## src/rtl/i2s_pkg.sv

```systemverilog
// Shared I2S definitions: FSM states, default widths and LRCLK slot polarity.
package i2s_pkg;

    typedef enum logic [1:0] {
        SYNC  = 2'd0,
        LEFT  = 2'd1,
        RIGHT = 2'd2
    } i2s_state_e;

    localparam int unsigned AUDIO_DW_DEFAULT = 16;
    localparam int unsigned SLOT_W_DEFAULT   = 8;

    localparam logic LR_LEFT  = 1'b0;
    localparam logic LR_RIGHT = 1'b1;

endpackage

```

## src/rtl/i2s_rx_if.sv

```systemverilog
// Serial input side and parallel sample output side of the I2S receiver.
interface i2s_rx_if
    import i2s_pkg::*;
#(
    parameter int unsigned AUDIO_DW = AUDIO_DW_DEFAULT,
    parameter int unsigned SLOT_W   = SLOT_W_DEFAULT
);

    logic                i_rx_lrclk;
    logic                i_rx_sdata;
    logic [SLOT_W-1:0]   i_rx_slot_len;
    logic [AUDIO_DW-1:0] o_rx_left_chan;
    logic [AUDIO_DW-1:0] o_rx_right_chan;
    logic                o_rx_valid;
    logic                o_rx_frame_err;

    // Source of the serial stream; consumer of the samples.
    modport master (
        output i_rx_lrclk,
        output i_rx_sdata,
        output i_rx_slot_len,
        input  o_rx_left_chan,
        input  o_rx_right_chan,
        input  o_rx_valid,
        input  o_rx_frame_err
    );

    // The receiver itself.
    modport slave (
        input  i_rx_lrclk,
        input  i_rx_sdata,
        input  i_rx_slot_len,
        output o_rx_left_chan,
        output o_rx_right_chan,
        output o_rx_valid,
        output o_rx_frame_err
    );

endinterface

```

## src/rtl/i2s_rx_shift.sv

```systemverilog
// Slot deserialiser: shifter, saturating bit counter, left alignment and length check.
module i2s_rx_shift
    import i2s_pkg::*;
#(
    parameter int unsigned AUDIO_DW = AUDIO_DW_DEFAULT,
    parameter int unsigned SLOT_W   = SLOT_W_DEFAULT
) (
    input  logic                i_rx_sclk,
    input  logic                i_tx_rst_n,
    input  logic                clr,
    input  logic                sdata,
    input  logic [SLOT_W-1:0]   slot_len,
    output logic [AUDIO_DW-1:0] word_c,
    output logic                len_err_c
);

    localparam logic [SLOT_W-1:0] CNT_MAX = '1;

    logic [AUDIO_DW-1:0] shift_q;
    logic [AUDIO_DW-1:0] shift_nxt;
    logic [SLOT_W-1:0]   cnt_q;
    logic [SLOT_W-1:0]   cnt_nxt;
    logic [31:0]         cap;

    // Next shifter/count including the current bit, and the word as committed now.
    always_comb begin
        shift_nxt = shift_q;
        if (32'(cnt_q) < AUDIO_DW) begin
            shift_nxt = {shift_q[AUDIO_DW-2:0], sdata};
        end
        cnt_nxt   = (cnt_q == CNT_MAX) ? cnt_q : cnt_q + SLOT_W'(1);
        cap       = (32'(cnt_nxt) < AUDIO_DW) ? 32'(cnt_nxt) : 32'(AUDIO_DW);
        word_c    = shift_nxt << (32'(AUDIO_DW) - cap);
        len_err_c = (cnt_nxt != slot_len);
    end

    // Capture state; cleared while unsynchronised and at every slot commit.
    always_ff @(posedge i_rx_sclk or negedge i_tx_rst_n) begin
        if (!i_tx_rst_n) begin
            shift_q <= '0;
            cnt_q   <= '0;
        end else if (clr) begin
            shift_q <= '0;
            cnt_q   <= '0;
        end else begin
            shift_q <= shift_nxt;
            cnt_q   <= cnt_nxt;
        end
    end

endmodule

```

## src/rtl/i2s_rx.sv

```systemverilog
// Philips-format I2S slave receiver producing one stereo pair per frame.
module i2s_rx
    import i2s_pkg::*;
#(
    parameter int unsigned AUDIO_DW = AUDIO_DW_DEFAULT,
    parameter int unsigned SLOT_W   = SLOT_W_DEFAULT
) (
    input  logic    i_rx_sclk,
    input  logic    i_tx_rst_n,
    i2s_rx_if.slave rx
);

    i2s_state_e          state_q;
    logic                lrclk_d;
    logic                lr_edge_c;
    logic                shift_clr_c;
    logic [AUDIO_DW-1:0] word_c;
    logic                len_err_c;
    logic [AUDIO_DW-1:0] hold_q;
    logic [AUDIO_DW-1:0] left_q;
    logic [AUDIO_DW-1:0] right_q;
    logic                valid_q;
    logic                err_q;

    // An LRCLK change seen at this posedge marks the end of the current slot.
    assign lr_edge_c   = (rx.i_rx_lrclk != lrclk_d);
    assign shift_clr_c = (state_q == SYNC) || lr_edge_c;

    i2s_rx_shift #(
        .AUDIO_DW (AUDIO_DW),
        .SLOT_W   (SLOT_W)
    ) u_shift (
        .i_rx_sclk  (i_rx_sclk),
        .i_tx_rst_n (i_tx_rst_n),
        .clr        (shift_clr_c),
        .sdata      (rx.i_rx_sdata),
        .slot_len   (rx.i_rx_slot_len),
        .word_c     (word_c),
        .len_err_c  (len_err_c)
    );

    // Frame FSM with edge-detect register, left holding register and output registers.
    always_ff @(posedge i_rx_sclk or negedge i_tx_rst_n) begin
        if (!i_tx_rst_n) begin
            state_q <= SYNC;
            lrclk_d <= 1'b0;
            hold_q  <= '0;
            left_q  <= '0;
            right_q <= '0;
            valid_q <= 1'b0;
            err_q   <= 1'b0;
        end else begin
            lrclk_d <= rx.i_rx_lrclk;
            valid_q <= 1'b0;
            err_q   <= 1'b0;
            case (state_q)
                SYNC: begin
                    if (lr_edge_c && (rx.i_rx_lrclk == LR_LEFT)) begin
                        state_q <= LEFT;
                    end
                end
                LEFT: begin
                    if (lr_edge_c) begin
                        hold_q  <= word_c;
                        err_q   <= len_err_c;
                        state_q <= RIGHT;
                    end
                end
                RIGHT: begin
                    if (lr_edge_c) begin
                        left_q  <= hold_q;
                        right_q <= word_c;
                        valid_q <= 1'b1;
                        err_q   <= len_err_c;
                        state_q <= LEFT;
                    end
                end
                default: begin
                    state_q <= SYNC;
                end
            endcase
        end
    end

    assign rx.o_rx_left_chan  = left_q;
    assign rx.o_rx_right_chan = right_q;
    assign rx.o_rx_valid      = valid_q;
    assign rx.o_rx_frame_err  = err_q;

endmodule

```

## src/flat_wrapper.sv

```systemverilog
// flat-port wrapper written by rule: the top's interface ports become plain ports
module i2s_rx_flat import i2s_pkg::*;
#(
    parameter int unsigned AUDIO_DW = AUDIO_DW_DEFAULT,
    parameter int unsigned SLOT_W   = SLOT_W_DEFAULT
)
  (i_rx_sclk, i_tx_rst_n, rx_i_rx_lrclk, rx_i_rx_sdata, rx_i_rx_slot_len, rx_o_rx_left_chan, rx_o_rx_right_chan, rx_o_rx_valid, rx_o_rx_frame_err);
  i2s_rx_if #(.AUDIO_DW(AUDIO_DW), .SLOT_W(SLOT_W)) rx_i ();
  input  logic i_rx_sclk;
  input  logic i_tx_rst_n;
  input wire logic [$bits(rx_i.i_rx_lrclk)-1:0] rx_i_rx_lrclk;
  input wire logic [$bits(rx_i.i_rx_sdata)-1:0] rx_i_rx_sdata;
  input wire logic [$bits(rx_i.i_rx_slot_len)-1:0] rx_i_rx_slot_len;
  output wire logic [$bits(rx_i.o_rx_left_chan)-1:0] rx_o_rx_left_chan;
  output wire logic [$bits(rx_i.o_rx_right_chan)-1:0] rx_o_rx_right_chan;
  output wire logic [$bits(rx_i.o_rx_valid)-1:0] rx_o_rx_valid;
  output wire logic [$bits(rx_i.o_rx_frame_err)-1:0] rx_o_rx_frame_err;
  assign rx_i.i_rx_lrclk = rx_i_rx_lrclk;
  assign rx_i.i_rx_sdata = rx_i_rx_sdata;
  assign rx_i.i_rx_slot_len = rx_i_rx_slot_len;
  assign rx_o_rx_left_chan = rx_i.o_rx_left_chan;
  assign rx_o_rx_right_chan = rx_i.o_rx_right_chan;
  assign rx_o_rx_valid = rx_i.o_rx_valid;
  assign rx_o_rx_frame_err = rx_i.o_rx_frame_err;
  i2s_rx #(.AUDIO_DW(AUDIO_DW), .SLOT_W(SLOT_W)) u_core (.i_rx_sclk(i_rx_sclk), .i_tx_rst_n(i_tx_rst_n), .rx(rx_i));
endmodule
```

## config.mk

```make
export PLATFORM = sky130hd
export DESIGN_NAME = i2s_rx_flat
export DESIGN_NICKNAME = d
export VERILOG_FILES = /design/src/rtl/i2s_pkg.sv /design/src/rtl/i2s_rx_if.sv /design/src/rtl/i2s_rx_shift.sv /design/src/rtl/i2s_rx.sv /design/src/flat_wrapper.sv
export SDC_FILE = /design/constraint.sdc
export NUM_CORES = 1
export LEC_CHECK = 0
export BUFFER_PORTS_ARGS = -buffer_cell sky130_fd_sc_hd__buf_2
export CAP_MARGIN = 20
export CORE_MARGIN = 4
export CORE_UTILIZATION = 35
export DETAILED_ROUTE_END_ITERATION = 10
export GPL_TIMING_DRIVEN = 0
export SLEW_MARGIN = 30
export SYNTH_ARGS = -nofsm -noshare
export SYNTH_HDL_FRONTEND = slang
export SYNTH_HIERARCHICAL = 1
export SYNTH_SLANG_ARGS = --single-unit
```

## constraint.sdc

```tcl
create_clock -name i_rx_sclk -period 9.4 [get_ports i_rx_sclk]
set_input_delay 0.47 -clock i_rx_sclk [delete_from_list [all_inputs] [get_ports i_rx_sclk]]
set_output_delay 0.47 -clock i_rx_sclk [all_outputs]
set_load 0.01 [all_outputs]
```

==> metrics.log <==
INFO  metric syn-instance-count = between 400 and 500
INFO  metric clock_tree.buffer_depth = 2
INFO  metric die_footprint = between 10000 and 15000 um^2
INFO  metric ios = between 40 and 50
INFO  metric r2r.worst_path.cells = 17
INFO  metric final_core_util = 0.419
INFO  metric ctsHtreeMaxLevel = 3
INFO  metric totalPowerFinal = 1.42 mW
INFO  metric worst_slack = roughly 4.5 ns
INFO  metric met1Wirelength = between 4000 and 5000 um
INFO  metric dp_slack = between 4 and 5 ns
INFO  metric postRouteAntennaNets = 0
INFO  metric crit_arrival = just over 5 ns
INFO  metric synth_area_per_cell = ~10 um^2
INFO  metric worst-setup-path-type = reg -> reg
INFO  metric floorplan.rows = 41
INFO  metric post_cts.repair.setup_buffers = 0
INFO  metric min_period = between 4 and 5 ns
INFO  metric cts_hold_bufs = 0
INFO  metric die_width = 122 um
INFO  metric cp_data_required_time = between 9 and 10 ns
INFO  metric place.port_buffers = 45
INFO  metric timing.hold.ws = 0.0711 ns
INFO  metric clkSinkCount = 77
INFO  metric highest_layer = met4
INFO  metric fraction_of_the_cycle_the_final_worst_path_needs = 0.525
INFO  metric post-route-cell-area = about 5300 um^2
INFO  metric yosys_warnings = 6
INFO  metric skew_pair_late_insertion_delay = around 0.34 ns
INFO  metric timing.reg2reg.setup_slack = around 4.5 ns
INFO  metric met2_wirelength = 4930 um
INFO  metric route.final.wire_length = ~11000 um
INFO  metric yosysSeqAreaShare = 0.421
INFO  metric rsz0062_at_grt = no
INFO  metric reg2reg_to = u_core/hold_q[13]
INFO  metric weighted_congestion_reported_at_the_end_of_routability_driven_placement = between 0.8 and 0.9
INFO  metric timing.fmax = 0.203 GHz
INFO  metric post_drt_via_cell_ratio = 5.31
INFO  metric die_height = 122 um
INFO  metric routed-via-count = 3566
INFO  metric first_global_vias = about 3400
INFO  metric report.final.hold_viol_count = 0
INFO  metric fraction_of_registers_with_async_set_or_reset_after_synthesis = 1.00
INFO  metric cts_inserted_buffers = 9
INFO  metric critical_path_sink_type = register
INFO  metric post_synth_edffs = 0
INFO  metric grt-ovfl-total = 0
INFO  metric grt_max_degree = 48
INFO  metric ir_worst_vdd = roughly 0.12 mV
INFO  metric slew_violations = 0
INFO  metric initial_core_util = 0.359
INFO  metric dp.final_hpwl = just over 8000 um
INFO  metric final.setup.tns = 0 ns
INFO  metric drv_cap = 0
INFO  metric finish.cell_count_without_fillers = about 670
INFO  metric remaining_design_rule_violation_count = 0
INFO  metric crit_path_start_kind = register
INFO  metric synth_area = 4570 um^2
INFO  metric critPathMaxFanout = 10
INFO  metric fill_cells = around 1300
INFO  metric post_drt_wl_per_cell = roughly 16 um
INFO  metric antenna_found_initial = 0
INFO  metric postSynthRegisterBits = 77
INFO  metric drt_pass_1_iters = 4
INFO  metric mapped_nets = 456
INFO  metric final_net_count = 513
INFO  metric outcome = finished clean
INFO  metric area_growth_syn_to_layout = 16.5%
INFO  metric worst_tran_pin_value = just over 0.8 ns
INFO  metric clkSlewWorstSetupHoldPaths = 0.06 ns
INFO  metric placed_cells = around 660
INFO  metric drt_first_iter_violations = 358
INFO  metric power.density_cell_area = ~270 nW/um^2
INFO  metric postCtsResizedCells = 0
INFO  metric setup_viol = 0
INFO  metric global_route.usage.total = 0.150
INFO  metric clock-root-buffer = clkbuf_16
INFO  metric wl_met3 = about 480 um
INFO  metric drive_gt1_frac = 0.264
INFO  metric grt_pass1_wl = around 18000 um
INFO  metric holdCritPathClass = in -> async
INFO  metric slew_headroom = 0.450
INFO  metric antenna_cells = 0
INFO  metric final.setup_skew = around 0.0045 ns
INFO  metric tritoncts = built
INFO  metric power.leakage = roughly 2.4 nW
INFO  metric ys_dominant_reg_cell = dfrtp_1
INFO  metric fp.coreArea = 12700 um^2
INFO  metric synth_cell_type_count = 64
INFO  metric placed_cell_area = just over 5000 um^2
INFO  metric worst_r2r_startpoint = u_core/u_shift/cnt_q[1]
==> worst max-delay path, stage by stage, from the launching register on <==
cell      delay [ns]
dfrtp_1         0.52
ha_1            0.20
buf_2           0.17
nand3_1         0.25
nor2_1          0.44
a21oi_1         0.18
nand2b_1        0.17
ha_1            0.18
clkbuf_1        0.23
nand2_1         0.12
a21oi_1         0.05
or3_1           0.37
buf_2           0.18
a222oi_1        0.71
mux2i_1         0.26
a21o_1          0.24
a32o_1          0.26
mux2_4          0.27
==> registers in the layout, indices dropped and copies added, names as in the netlist <==
name,flops
u_core/u_shift/shift_q,16
u_core/lrclk_d,1
u_core/rx.o_rx_frame_err,1
u_core/u_shift/cnt_q,8
u_core/hold_q,16
u_core/state_q,2
u_core/rx.o_rx_right_chan,16
u_core/rx.o_rx_valid,1
u_core/rx.o_rx_left_chan,16
==> synth_stat cells, types with 4 or more instances <==
| cell | number | area, um^2 |
|---|---|---|
| mux2_4 | 39 | 586 |
| dfrtp_1 | 77 | 1930 |
| nor2_1 | 25 | 93.8 |
| a21oi_1 | 31 | 155 |
| o21ai_0 | 14 | 70.1 |
| nand4_1 | 5 | 31.3 |
| inv_1 | 10 | 37.5 |
| a31oi_1 | 11 | 68.8 |
| xor2_1 | 7 | 61.3 |
| xnor2_1 | 7 | 61.3 |
| ha_1 | 6 | 75.1 |
| buf_2 | 4 | 20.0 |
| nor2b_1 | 4 | 25.0 |
| a22oi_1 | 6 | 45.0 |
| and2_1 | 7 | 43.8 |
| nor3_1 | 5 | 25.0 |
| nand2b_1 | 6 | 37.5 |
| o21a_1 | 4 | 30.0 |
| nand3_1 | 8 | 40.0 |
| nand2_1 | 52 | 195 |
| mux2i_1 | 14 | 140 |
| clkbuf_1 | 16 | 60.1 |
| mux2_2 | 13 | 146 |
==> metal layers <==
metal,vias up,track usage
met1,1746,0.201
met3,25,0.0290
met4,0,0.0770
met5,-,0
met2,92,0.231
li1,1703,-
==> where the power goes <==
part	switching, mW	total [mW]	internal (mW)
clock	0.145	0.327	0.183
sequential	0.0429	0.442	0.399
combinational	0.358	0.649	0.291
total	0.546	1.42	0.873
==> cells in the final DEF, fill, tap and decap left out, types with 3 or more instances in the layout <==
| cell | Yosys | routed |
|---|---|---|
| a21o_1 | 3 | 3 |
| a21oi_1 | 31 | 31 |
| a221o_1 | 3 | 3 |
| a221oi_1 | 3 | 3 |
| a22oi_1 | 6 | 6 |
| a31oi_1 | 11 | 11 |
| and2_1 | 7 | 7 |
| and3_1 | 3 | 3 |
| buf_12 | 3 | 3 |
| buf_2 | 4 | 48 |
| buf_6 | 3 | 3 |
| clkbuf_1 | 16 | 16 |
| clkbuf_16 | 0 | 9 |
| dfrtp_1 | 77 | 77 |
| ha_1 | 6 | 6 |
| inv_1 | 10 | 10 |
| inv_6 | 0 | 3 |
| mux2_2 | 13 | 13 |
| mux2_4 | 39 | 39 |
| mux2i_1 | 14 | 14 |
| nand2_1 | 52 | 52 |
| nand2b_1 | 6 | 6 |
| nand3_1 | 8 | 8 |
| nand4_1 | 5 | 5 |
| nor2_1 | 25 | 25 |
| nor2b_1 | 4 | 4 |
| nor3_1 | 5 | 5 |
| o211ai_1 | 3 | 3 |
| o21a_1 | 4 | 4 |
| o21ai_0 | 14 | 14 |
| or3_1 | 3 | 3 |
| xnor2_1 | 7 | 7 |
| xor2_1 | 7 | 7 |
==> how the worst max path moves through the flow <==
| stage | startpoint | to | slack [ns] | depth (start not counted) |
|---|---|---|---|---|
| global route | u_core/u_shift/cnt_q[1] | u_core/hold_q[13] | 4.13 | 17 |
| finish | u_core/u_shift/cnt_q[1] | u_core/hold_q[13] | 4.46 | 17 |
| global placement | u_core/u_shift/cnt_q[1] | u_core/hold_q[13] | 4.58 | 17 |
| detailed placement | u_core/u_shift/cnt_q[1] | u_core/rx.o_rx_right_chan[13] | 4.59 | 17 |
| floorplan | u_core/u_shift/cnt_q[5] | u_core/hold_q[13] | 5.45 | 17 |
| CTS | u_core/u_shift/cnt_q[1] | u_core/hold_q[13] | 4.54 | 17 |
==> kinds of logic after synthesis <==
family	after synthesis	share of synthesized area
buffers and inverters	39	0.0512
AOI/OAI and AO/OA	105	0.154
DFF	77	0.421
and+or+nand+nor	130	0.137
muxes	67	0.193
xor gates and xnor gates	14	0.0268
adders and majority gates	6	0.0164
==> cell type report <==
cell class                 instances  area (um^2)  share of cell area
inverter                          11         41.3             0.00775
multi-input combinational        322         2410               0.453
clock buffer                       9          225              0.0423
timing repair buffer              46          255              0.0479
clock inverter                     7         57.6              0.0108
buffer                            28          193              0.0362
tap                              172          215              0.0404
sequential                        77         1930               0.362
Note: power is estimated with default switching activity, not from simulation.
